### config.mk
export PLATFORM = sky130hd
export DESIGN_NAME = alu_issue_stage
export DESIGN_NICKNAME = d
export VERILOG_FILES = /design/src/rtl/alu_issue_stage.sv
export SDC_FILE = /design/constraint.sdc
export NUM_CORES = 1
export LEC_CHECK = 0
export CAP_MARGIN = 10
export CORE_MARGIN = 4
export CORE_UTILIZATION = 38
export DETAILED_ROUTE_END_ITERATION = 6
export GPL_ROUTABILITY_DRIVEN = 0
export PLACE_DENSITY = 0.82
export SYNTH_ARGS = -nofsm -noshare
export SYNTH_HDL_FRONTEND = slang
export SYNTH_SLANG_ARGS = --single-unit
export TNS_END_PERCENT = 1
### constraint.sdc
create_clock -name clock -period 4.92 [get_ports clock]
set_input_delay 0.984 -clock clock [delete_from_list [all_inputs] [get_ports clock]]
set_output_delay 0.984 -clock clock [all_outputs]
set_load 0.01 [all_outputs]
### src/rtl/alu_issue_stage.sv
// Execute-stage ALU issue unit: decodes RV32I ALU/address/link ops into an ALU control word and operands (S1),
// then captures the ALU result into a result stage (S2). Accept-to-out_valid is two edges; S1 and S2 stall together under back-pressure.
module alu_issue_stage #(
  parameter int XLEN        = 32,
  parameter int LINK_OFFSET = 4
) (
  input  logic            clock,
  input  logic            reset,
  input  logic            in_valid,
  output logic            in_ready,
  input  logic [6:0]      opcode,
  input  logic [2:0]      funct3,
  input  logic [6:0]      funct7,
  input  logic [XLEN-1:0] rs1_data,
  input  logic [XLEN-1:0] rs2_data,
  input  logic [XLEN-1:0] imm,
  input  logic [XLEN-1:0] pc,
  output logic [5:0]      ALU_Control,
  output logic [XLEN-1:0] operand_A,
  output logic [XLEN-1:0] operand_B,
  input  logic [XLEN-1:0] ALU_result,
  output logic            out_valid,
  input  logic            out_ready,
  output logic [XLEN-1:0] result,
  output logic            illegal
);

  localparam logic [6:0] OP_R     = 7'b0110011;
  localparam logic [6:0] OP_I     = 7'b0010011;
  localparam logic [6:0] OP_LUI   = 7'b0110111;
  localparam logic [6:0] OP_AUIPC = 7'b0010111;
  localparam logic [6:0] OP_LOAD  = 7'b0000011;
  localparam logic [6:0] OP_STORE = 7'b0100011;
  localparam logic [6:0] OP_JAL   = 7'b1101111;
  localparam logic [6:0] OP_JALR  = 7'b1100111;

  logic            s1_valid;
  logic            s1_illegal;
  logic            s2_valid;
  logic            s1_advance;
  logic            accept;

  logic [5:0]      dec_ctrl;
  logic [XLEN-1:0] dec_a;
  logic [XLEN-1:0] dec_b;
  logic            dec_illegal;
  logic            dec_alt;

  assign s1_advance = s1_valid && (!s2_valid || out_ready);
  assign in_ready   = !s1_valid || s1_advance;
  assign accept     = in_valid && in_ready;
  assign out_valid  = s2_valid;

  // Anything not handled here issues ADD of zeros so the ALU sees a quiet, known input.
  always_comb begin
    dec_ctrl    = 6'b000000;
    dec_a       = '0;
    dec_b       = '0;
    dec_illegal = 1'b0;
    dec_alt     = 1'b0;
    case (opcode)
      OP_R: begin
        if (|(funct7 & 7'b1011111)) begin
          dec_illegal = 1'b1;
        end else begin
          dec_alt  = funct7[5] && (funct3 == 3'b000 || funct3 == 3'b101);
          dec_ctrl = {2'b00, dec_alt, funct3};
          dec_a    = rs1_data;
          dec_b    = rs2_data;
        end
      end
      OP_I: begin
        dec_alt  = funct7[5] && (funct3 == 3'b101);
        dec_ctrl = {2'b00, dec_alt, funct3};
        dec_a    = rs1_data;
        dec_b    = imm;
      end
      OP_LUI: begin
        dec_b = imm;
      end
      OP_AUIPC: begin
        dec_a = pc;
        dec_b = imm;
      end
      OP_LOAD, OP_STORE: begin
        dec_a = rs1_data;
        dec_b = imm;
      end
      OP_JAL, OP_JALR: begin
        dec_a = pc;
        dec_b = XLEN'(LINK_OFFSET);
      end
      default: begin
        dec_illegal = 1'b1;
      end
    endcase
  end

  always_ff @(posedge clock or posedge reset) begin
    if (reset) begin
      s1_valid    <= 1'b0;
      s1_illegal  <= 1'b0;
      ALU_Control <= '0;
      operand_A   <= '0;
      operand_B   <= '0;
    end else begin
      if (accept) begin
        s1_valid    <= 1'b1;
        s1_illegal  <= dec_illegal;
        ALU_Control <= dec_ctrl;
        operand_A   <= dec_a;
        operand_B   <= dec_b;
      end else if (s1_advance) begin
        s1_valid <= 1'b0;
      end
    end
  end

  always_ff @(posedge clock or posedge reset) begin
    if (reset) begin
      s2_valid <= 1'b0;
      result   <= '0;
      illegal  <= 1'b0;
    end else begin
      if (s1_advance) begin
        s2_valid <= 1'b1;
        result   <= s1_illegal ? '0 : ALU_result;
        illegal  <= s1_illegal;
      end else if (s2_valid && out_ready) begin
        s2_valid <= 1'b0;
      end
    end
  end

endmodule
==> results of run 1 <==
## power by group through the flow
stage                     clock network (W)  registers [W]   logic, W
final                              0.000688       0.000882   0.000283
after global routing               0.000739       0.000884   0.000306
after CTS                          0.000706       0.000882   0.000286
after detailed placement                  0       0.000898   0.000285
after global placement                    0       0.000897   0.000279
after floorplan                           0       0.000901  0.0000807
## per-stage QoR
stage | utilization | cell area, um2
floorplan | - | 4700
finish | 0.656 | 7910
CTS | 0.655 | 7900
global placement | 0.632 | 7620
detailed placement | 0.632 | 7620
global route | 0.656 | 7910
## final timing paths
kind	startpoint	endpoint	slack, ns	cells after the start
min	operand_B[20]$_DFFE_PP0P_	operand_B[20]$_DFFE_PP0P_	0.48	2
max in group asynchronous	reset	operand_B[28]$_DFFE_PP0P_	2.77	3
max	out_ready	in_ready	1.69	3
max reg2reg	out_valid$_DFFE_PP0P_	illegal$_DFFE_PP0P_	2.80	4
min in group asynchronous	reset	result[16]$_DFFE_PP0P_	1.26	2
min reg2reg	operand_B[20]$_DFFE_PP0P_	operand_B[20]$_DFFE_PP0P_	0.48	2
## cell usage in the layout, fill, tap and decap left out, types with 2 or more instances in the layout
cell,synthesis,routed
nand3b_1,3,3
nand2b_1,37,37
clkdlybuf4s50_1,0,283
nor2_1,5,4
o21ai_2,0,2
o21ai_1,37,37
a32oi_1,32,32
clkbuf_16,0,9
and2_1,2,2
a22oi_1,31,31
a22o_1,3,3
clkbuf_1,22,3
nand2_1,99,98
buf_4,3,9
conb_1,1,2
dfrtp_1,104,104
o21ai_0,61,59
inv_1,3,2
## sequential cells by signal, summed over array words and instances, names as in the netlist
name,flops
ALU_Control,4
illegal,1
operand_A,32
operand_B,32
out_valid,1
result,32
s1_illegal,1
s1_valid,1
## layout make-up
cell class / count / area [um2] / area share
sequential: 104 / 2600 / 0.329
timing repair buffer: 293 / 2920 / 0.368
clock buffer: 12 / 236 / 0.0299
multi-input combinational: 330 / 1890 / 0.239
tap: 168 / 210 / 0.0266
inverter: 3 / 13.8 / 0.00174
clock inverter: 3 / 43.8 / 0.00553
## worst max-delay path, cell delays in order
cell	delay [ns]
clkdlybuf4s50_1	0.50
nand3b_1	0.19
clkdlybuf4s50_1	0.56
## cell families (layout without fill, tap and decap cells)
kind of cell | after synthesis | in the layout | share of synthesized area
AOI/OAI and AO/OA | 173 | 173 | 0.237
buffers and inverters | 44 | 311 | 0.0498
DFF | 104 | 104 | 0.554
muxes | 1 | 1 | 0.00240
other | 1 | 2 | 0.000798
and+or+nand+nor | 154 | 154 | 0.156
## routing by layer
layer | GRT usage | vias to the layer above
met4 | 0.0652 | 0
met1 | 0.265 | 2285
met5 | 0 | -
met2 | 0.400 | 224
li1 | - | 2227
met3 | 0.0731 | 20
==> results by group, run 1 <==
Detailed routing
  • Avg Vias per Cell: 5.21
  • Iteration-0 DRC count of the detailed router: 284
  • Routed wire length: about 16,000 um
  • Antenna Nets Post-Route: 0
  • Total via count in the routed design: ~4,800
  • DR DRC count: 0
  • Met2 wire length: 8360 um
  • Top sig layer: met4
  • Drt first pass iters: 5
  • Total routed wire length on the met1 layer: 6250 um
  • Routed WL per cell: 17.9 um
  • Met3 routed WL: about 1500 um

Clock network
  • Clock tree root buffer cell: clkbuf_16
  • Number of clock sinks seen by CTS: approximately 100
  • Clock edge transition at the registers on the reported setup and hold paths: 0.06 ns
  • Hold buffer count at cts: 0
  • Total number of H-tree levels: 3
  • Setup repair bufs after CTS: 0
  • Clock latency reported for the late side of the worst-skew pair: 0.34 ns
  • Cts bufs inserted: 9
  • Post-cts gate resize count: 0
  • Clock Tree Buf Depth: 2
  • TritonCTS clock tree: built

STA
  • Final Slew Violations: 0
  • Worst clock skew on the final layout: 0.00671 ns
  • Actual transition at the worst max-transition pin: 1.04 ns
  • Number of setup violations in the final report: 0
  • Headroom to the max-slew limit: 0.309
  • Max Fclk: 310 MHz
  • Final min period: 3.23 ns
  • Setup repair after global routing missed its margin: no
  • Fin Hold WS: ~0.48 ns
  • Final worst path period share: 0.656
  • Post-Route Setup TNS: 0 ns
  • Final Hold Violating Endpoints: 0
  • Final setup margin: 1.69 ns

Logic synthesis
  • Mapped Cells: ~480
  • Count of flip-flops with a built-in enable after synthesis: 0
  • Yosys synthesis warning count: 0
  • Area fraction of the dominant cell type after synthesis: 0.554
  • Combined area of all synthesized cells: between 4000 and 5000 um2
  • Largest area contributor in the netlist: dfrtp_1
  • Top post-synthesis cells by count: dfrtp_1, nand2_1, o21ai_0
  • Most used flip-flop cell after synthesis: dfrtp_1
  • Dominant cell by count in the synthesized netlist: dfrtp_1
  • Synth cell types: 36
  • Cell types with the largest area share after synthesis: dfrtp_1, nand2_1, o21ai_0
  • FFs w/ async S/R, synth: 1.00
  • Mapped Avg Cell Area: 9.85 um2
  • Sequential-to-total area share from yosys stat: 0.554
  • Seq cells post-synth: roughly 100

Final layout
  • Diodes inserted: 0
  • Layout cell share with drive strength beyond 1: 0.0483
  • Final std cells w/o fill: about 910
  • Layout filler cell count: 972
  • Net total in the final layout: 922
  • Synthesis-to-layout area growth: 68.4%

Pwr
  • Internal power: 0.00144 W
  • Peak supply drop: 0.126 mV
  • Power per Cell Area: 234 nW/um2
  • Overall power: 0.00185 W
  • Share of total power consumed by net switching: 0.226
  • Sequential Power Share: 0.476
  • Static power due to leakage: 3.04 nW
  • Net switching power: 0.000418 W
  • Clk network pwr share: 0.371
  • Portion of total power attributed to combinational logic: 0.153

Floorplan
  • Width of the die: about 120 um
  • Effective utilization at floorplan: 0.390
  • Die Ht: between 100 and 150 um
  • Floorplan die area: 14,200 um2
  • Number of placed I/O pins: 286
  • Num rows: 40
  • Placeable core region: approximately 12,000 um2

Min path
  • Class of the tightest hold or removal check: reg -> reg

Worst setup path
  • CP Launch Type: primary input
  • Setup crit end kind: output port
  • Arrival time worst endpoint: 2.24 ns
  • Worst EP required: 3.94 ns
  • Largest fanout of any net on the critical path: 4
  • Kind of critical path: in -> out

Global route
  • Via count of the first global-routing pass: 4,946
  • Global route total overflow: 0
  • Total track usage: 0.227
  • Largest net degree at the start of global routing: 85
  • First-pass GRT wire length: 25,700 um
  • Number of antenna violations at the first check in global routing: 0

Placement
  • Placed Instances: 897
  • Post-place setup slack: 1.56 ns
  • Count of buffers from port buffering: 283
  • Placed wire-length estimate after detailed placement: 12,600 um

Outcome
  • Result of the run: finished, final reports clean

Job
  • Max-cap violation count: 0
No activity file was read; power rests on OpenSTA's default activity.
==> run 2: changes to the inputs <==
--- a/config.mk
+++ b/config.mk
@@ -7,10 +7,10 @@
 export LEC_CHECK = 0
 export CAP_MARGIN = 10
 export CORE_MARGIN = 4
-export CORE_UTILIZATION = 38
+export CORE_UTILIZATION = 34
 export DETAILED_ROUTE_END_ITERATION = 6
 export GPL_ROUTABILITY_DRIVEN = 0
-export PLACE_DENSITY = 0.82
+export PLACE_DENSITY = 0.77
 export SYNTH_ARGS = -nofsm -noshare
 export SYNTH_HDL_FRONTEND = slang
 export SYNTH_SLANG_ARGS = --single-unit
==> constraint.sdc (replaced) <==
create_clock -name clock -period 2.9 [get_ports clock]
set_input_delay 0.58 -clock clock [delete_from_list [all_inputs] [get_ports clock]]
set_output_delay 0.58 -clock clock [all_outputs]
set_load 0.01 [all_outputs]
==> results by group, run 2 (same netlist as run 1, synthesis figures left out) <==
Clock network
  • Cts bufs inserted: 9 (unchanged)
  • Clock tree root buffer cell: clkbuf_16 (unchanged)
  • Hold buffer count at cts: 0 (unchanged)
  • Setup repair bufs after CTS: 0 (unchanged)
  • Clock edge transition at the registers on the reported setup and hold paths: 0.07 ns (was 0.06 ns)
  • Number of clock sinks seen by CTS: 104 (unchanged)
  • Clock Tree Buf Depth: 2 (unchanged)
  • Post-cts gate resize count: 0 (unchanged)
  • TritonCTS clock tree: built (unchanged)
  • Total number of H-tree levels: 3 (unchanged)
  • Clock latency reported for the late side of the worst-skew pair: 0.34 ns (about the same)

STA
  • Max Fclk: 405 MHz
  • Post-Route Setup TNS: 0 ns (unchanged)
  • Setup repair after global routing missed its margin: no (unchanged)
  • Final setup margin: 0.432 ns (was 1.69 ns)
  • Headroom to the max-slew limit: 0.248 (was 0.309)
  • Final Hold Violating Endpoints: 0 (unchanged)
  • Number of setup violations in the final report: 0 (unchanged)
  • Final min period: 2.47 ns
  • Worst clock skew on the final layout: 0.00500 ns (was 0.00671 ns)
  • Final Slew Violations: 0 (unchanged)
  • Fin Hold WS: 0.484 ns (was 0.480 ns)
  • Final worst path period share: 0.851
  • Actual transition at the worst max-transition pin: 1.13 ns (was 1.04 ns)

Worst setup path
  • Reg-to-reg critical path endpoint: operand_A[19]$_DFFE_PP0P_ (was illegal$_DFFE_PP0P_)
  • Setup crit end kind: output port (unchanged)
  • Reg-to-Reg Start: out_valid$_DFFE_PP0P_ (unchanged)
  • Largest delay contributor family on the critical path: buffers and inverters (unchanged)
  • Arrival time worst endpoint: 1.89 ns (was 2.24 ns)
  • Worst EP required: 2.32 ns (was 3.94 ns)
  • Delay of the slowest critical-path stage: 0.61 ns (was 0.56 ns)
  • Kind of critical path: in -> out (unchanged)
  • Slowest stage cell, crit path: clkdlybuf4s50_1 (unchanged)
  • Buffering stage count on the worst path with inverters included: 2 (unchanged)
  • Most common cell on crit path: clkdlybuf4s50_1 (unchanged)
  • Depth of the worst register-to-register path: 4 (unchanged)
  • CP Launch Type: primary input (unchanged)
  • Worst reg2reg setup slack: 1.17 ns (was 2.80 ns)
  • Critical path, cell by cell: clkdlybuf4s50_1, nand3b_1, clkdlybuf4s50_1 (unchanged)
  • Largest fanout of any net on the critical path: 4 (unchanged)
  • CP startpoint: out_ready (unchanged)

Final layout
  • Most common library cell in the layout ignoring fill and taps: clkdlybuf4s50_1 (unchanged)
  • Diodes inserted: 0 (unchanged)
  • Area of combinational cells with multiple inputs: 1890 um2 (unchanged)
  • Final std cells w/o fill: 927 (was 913)
  • Largest registers in the final layout: operand_A: 32 flops, operand_B: 32 flops, result: 32 flops (unchanged)
  • Commonest cells after routing, fill and taps aside: clkdlybuf4s50_1, dfrtp_1, nand2_1 (unchanged)
  • Layout filler cell count: 1,106 (was 972)
  • Net total in the final layout: 927 (was 922)
  • FF/Latch Area: 2600 um2 (unchanged)
  • Synthesis-to-layout area growth: 70.9% (was 68.4%)
  • Layout cell share with drive strength beyond 1: 0.0586 (was 0.0483)

Floorplan
  • Floorplan die area: 15,800 um2 (was 14,200 um2)
  • Placeable core region: 13,400 um2 (was 12,100 um2)
  • Effective utilization at floorplan: 0.351 (was 0.390)
  • Width of the die: 126 um (was 119 um)
  • Die Ht: 126 um (was 119 um)
  • Number of placed I/O pins: 286 (unchanged)
  • Num rows: 42 (was 40)

Detailed routing
  • DR DRC count: 0 (unchanged)
  • Routed WL per cell: 17.4 um (was 17.9 um)
  • Drt first pass iters: 5 (unchanged)
  • Antenna Nets Post-Route: 0 (unchanged)
  • Avg Vias per Cell: 5.11 (was 5.21)
  • Iteration-0 DRC count of the detailed router: 299 (was 284)
  • Total via count in the routed design: 4,733 (was 4,756)
  • Routed wire length: 16,100 um (was 16,400 um)

Placement
  • Count of buffers from port buffering: 283 (unchanged)
  • Placed Instances: 911 (was 897)
  • Post-place setup slack: 0.110 ns (was 1.56 ns)
  • Placed wire-length estimate after detailed placement: 12,400 um (was 12,600 um)

Pwr
  • Clk network pwr share: 0.381 (was 0.371)
  • Peak supply drop: 0.247 mV (was 0.126 mV)
  • Internal power: 0.00248 W (was 0.00144 W)
  • Static power due to leakage: 3.09 nW (was 3.04 nW)
  • Share of total power consumed by net switching: 0.231 (was 0.226)
  • Portion of total power attributed to combinational logic: 0.154 (was 0.153)
  • Sequential Power Share: 0.464 (was 0.476)
  • Overall power: 0.00322 W (was 0.00185 W)
  • Power per Cell Area: 401 nW/um2 (was 234 nW/um2)
  • Net switching power: 0.000745 W (was 0.000418 W)

Min path
  • Hold depth: 2 (unchanged)
  • Endpoint, Worst Hold: operand_A[1]$_DFFE_PP0P_ (was operand_B[20]$_DFFE_PP0P_)
  • Class of the tightest hold or removal check: reg -> reg (unchanged)
  • Worst min-delay path startpoint: operand_A[1]$_DFFE_PP0P_ (was operand_B[20]$_DFFE_PP0P_)

Global route
  • Largest net degree at the start of global routing: 105 (was 85)
  • Number of antenna violations at the first check in global routing: 0 (unchanged)
  • Global route total overflow: 0 (unchanged)
  • Via count of the first global-routing pass: 4,932 (was 4,946)
  • First-pass GRT wire length: 25,300 um (was 25,700 um)
  • Total track usage: 0.199 (was 0.227)

Outcome
  • Result of the run: finished, final reports clean (unchanged)

Job
  • Max-cap violation count: 0 (unchanged)
-- run 2: how the worst max path moves through the flow --
stage | end | depth (start not counted)
2_1_floorplan | ALU_Control[3]$_DFFE_PP0P_ | 4
3_3_place_gp | operand_A[17]$_DFFE_PP0P_ | 5
3_5_place_dp | operand_A[4]$_DFFE_PP0P_ | 5
4_1_cts | in_ready | 3
5_1_grt | operand_A[12]$_DFFE_PP0P_ | 5
6_report | in_ready | 3
-- run 2: stage by stage --
| step | utilization | area, um2 |
|---|---|---|
| after CTS | 0.599 | 8030 |
| after global placement | 0.577 | 7740 |
| after detailed placement | 0.577 | 7740 |
| after global routing | 0.599 | 8030 |
| final | 0.599 | 8030 |
| after floorplan | - | 4710 |
-- run 2: power by group through the flow --
stage                     combinational, W  clock, W  sequential [W]
final                             0.000497   0.00123         0.00150
after global routing              0.000538   0.00132         0.00150
after CTS                         0.000504   0.00125         0.00149
after detailed placement          0.000503         0         0.00152
after global placement            0.000493         0         0.00152
after floorplan                   0.000137         0         0.00153
-- run 2: area by class of cell --
cell class                      count  share of cell area
Clock buffer                       11              0.0302
Sequential cell                   104               0.324
Inverter                            3             0.00187
Multi-Input combinational cell    330               0.235
Timing Repair Buffer              298               0.374
Tap cell                          176              0.0274
Clock inverter                      5             0.00670
-- run 2: routing by layer --
layer | routed length, um | global-route usage
met1 | 6320 | 0.239
met2 | 7840 | 0.332
met4 | 326 | 0.0759
met5 | 0 | 0
met3 | 1660 | 0.0661
-- run 2: worst min-delay path, delay by kind of cell (launching register included) --
family	cells	cell delay, ns
flip-flops	1	0.34
AND/OR/NAND/NOR	1	0.05
AO/OA/AOI/OAI	1	0.06
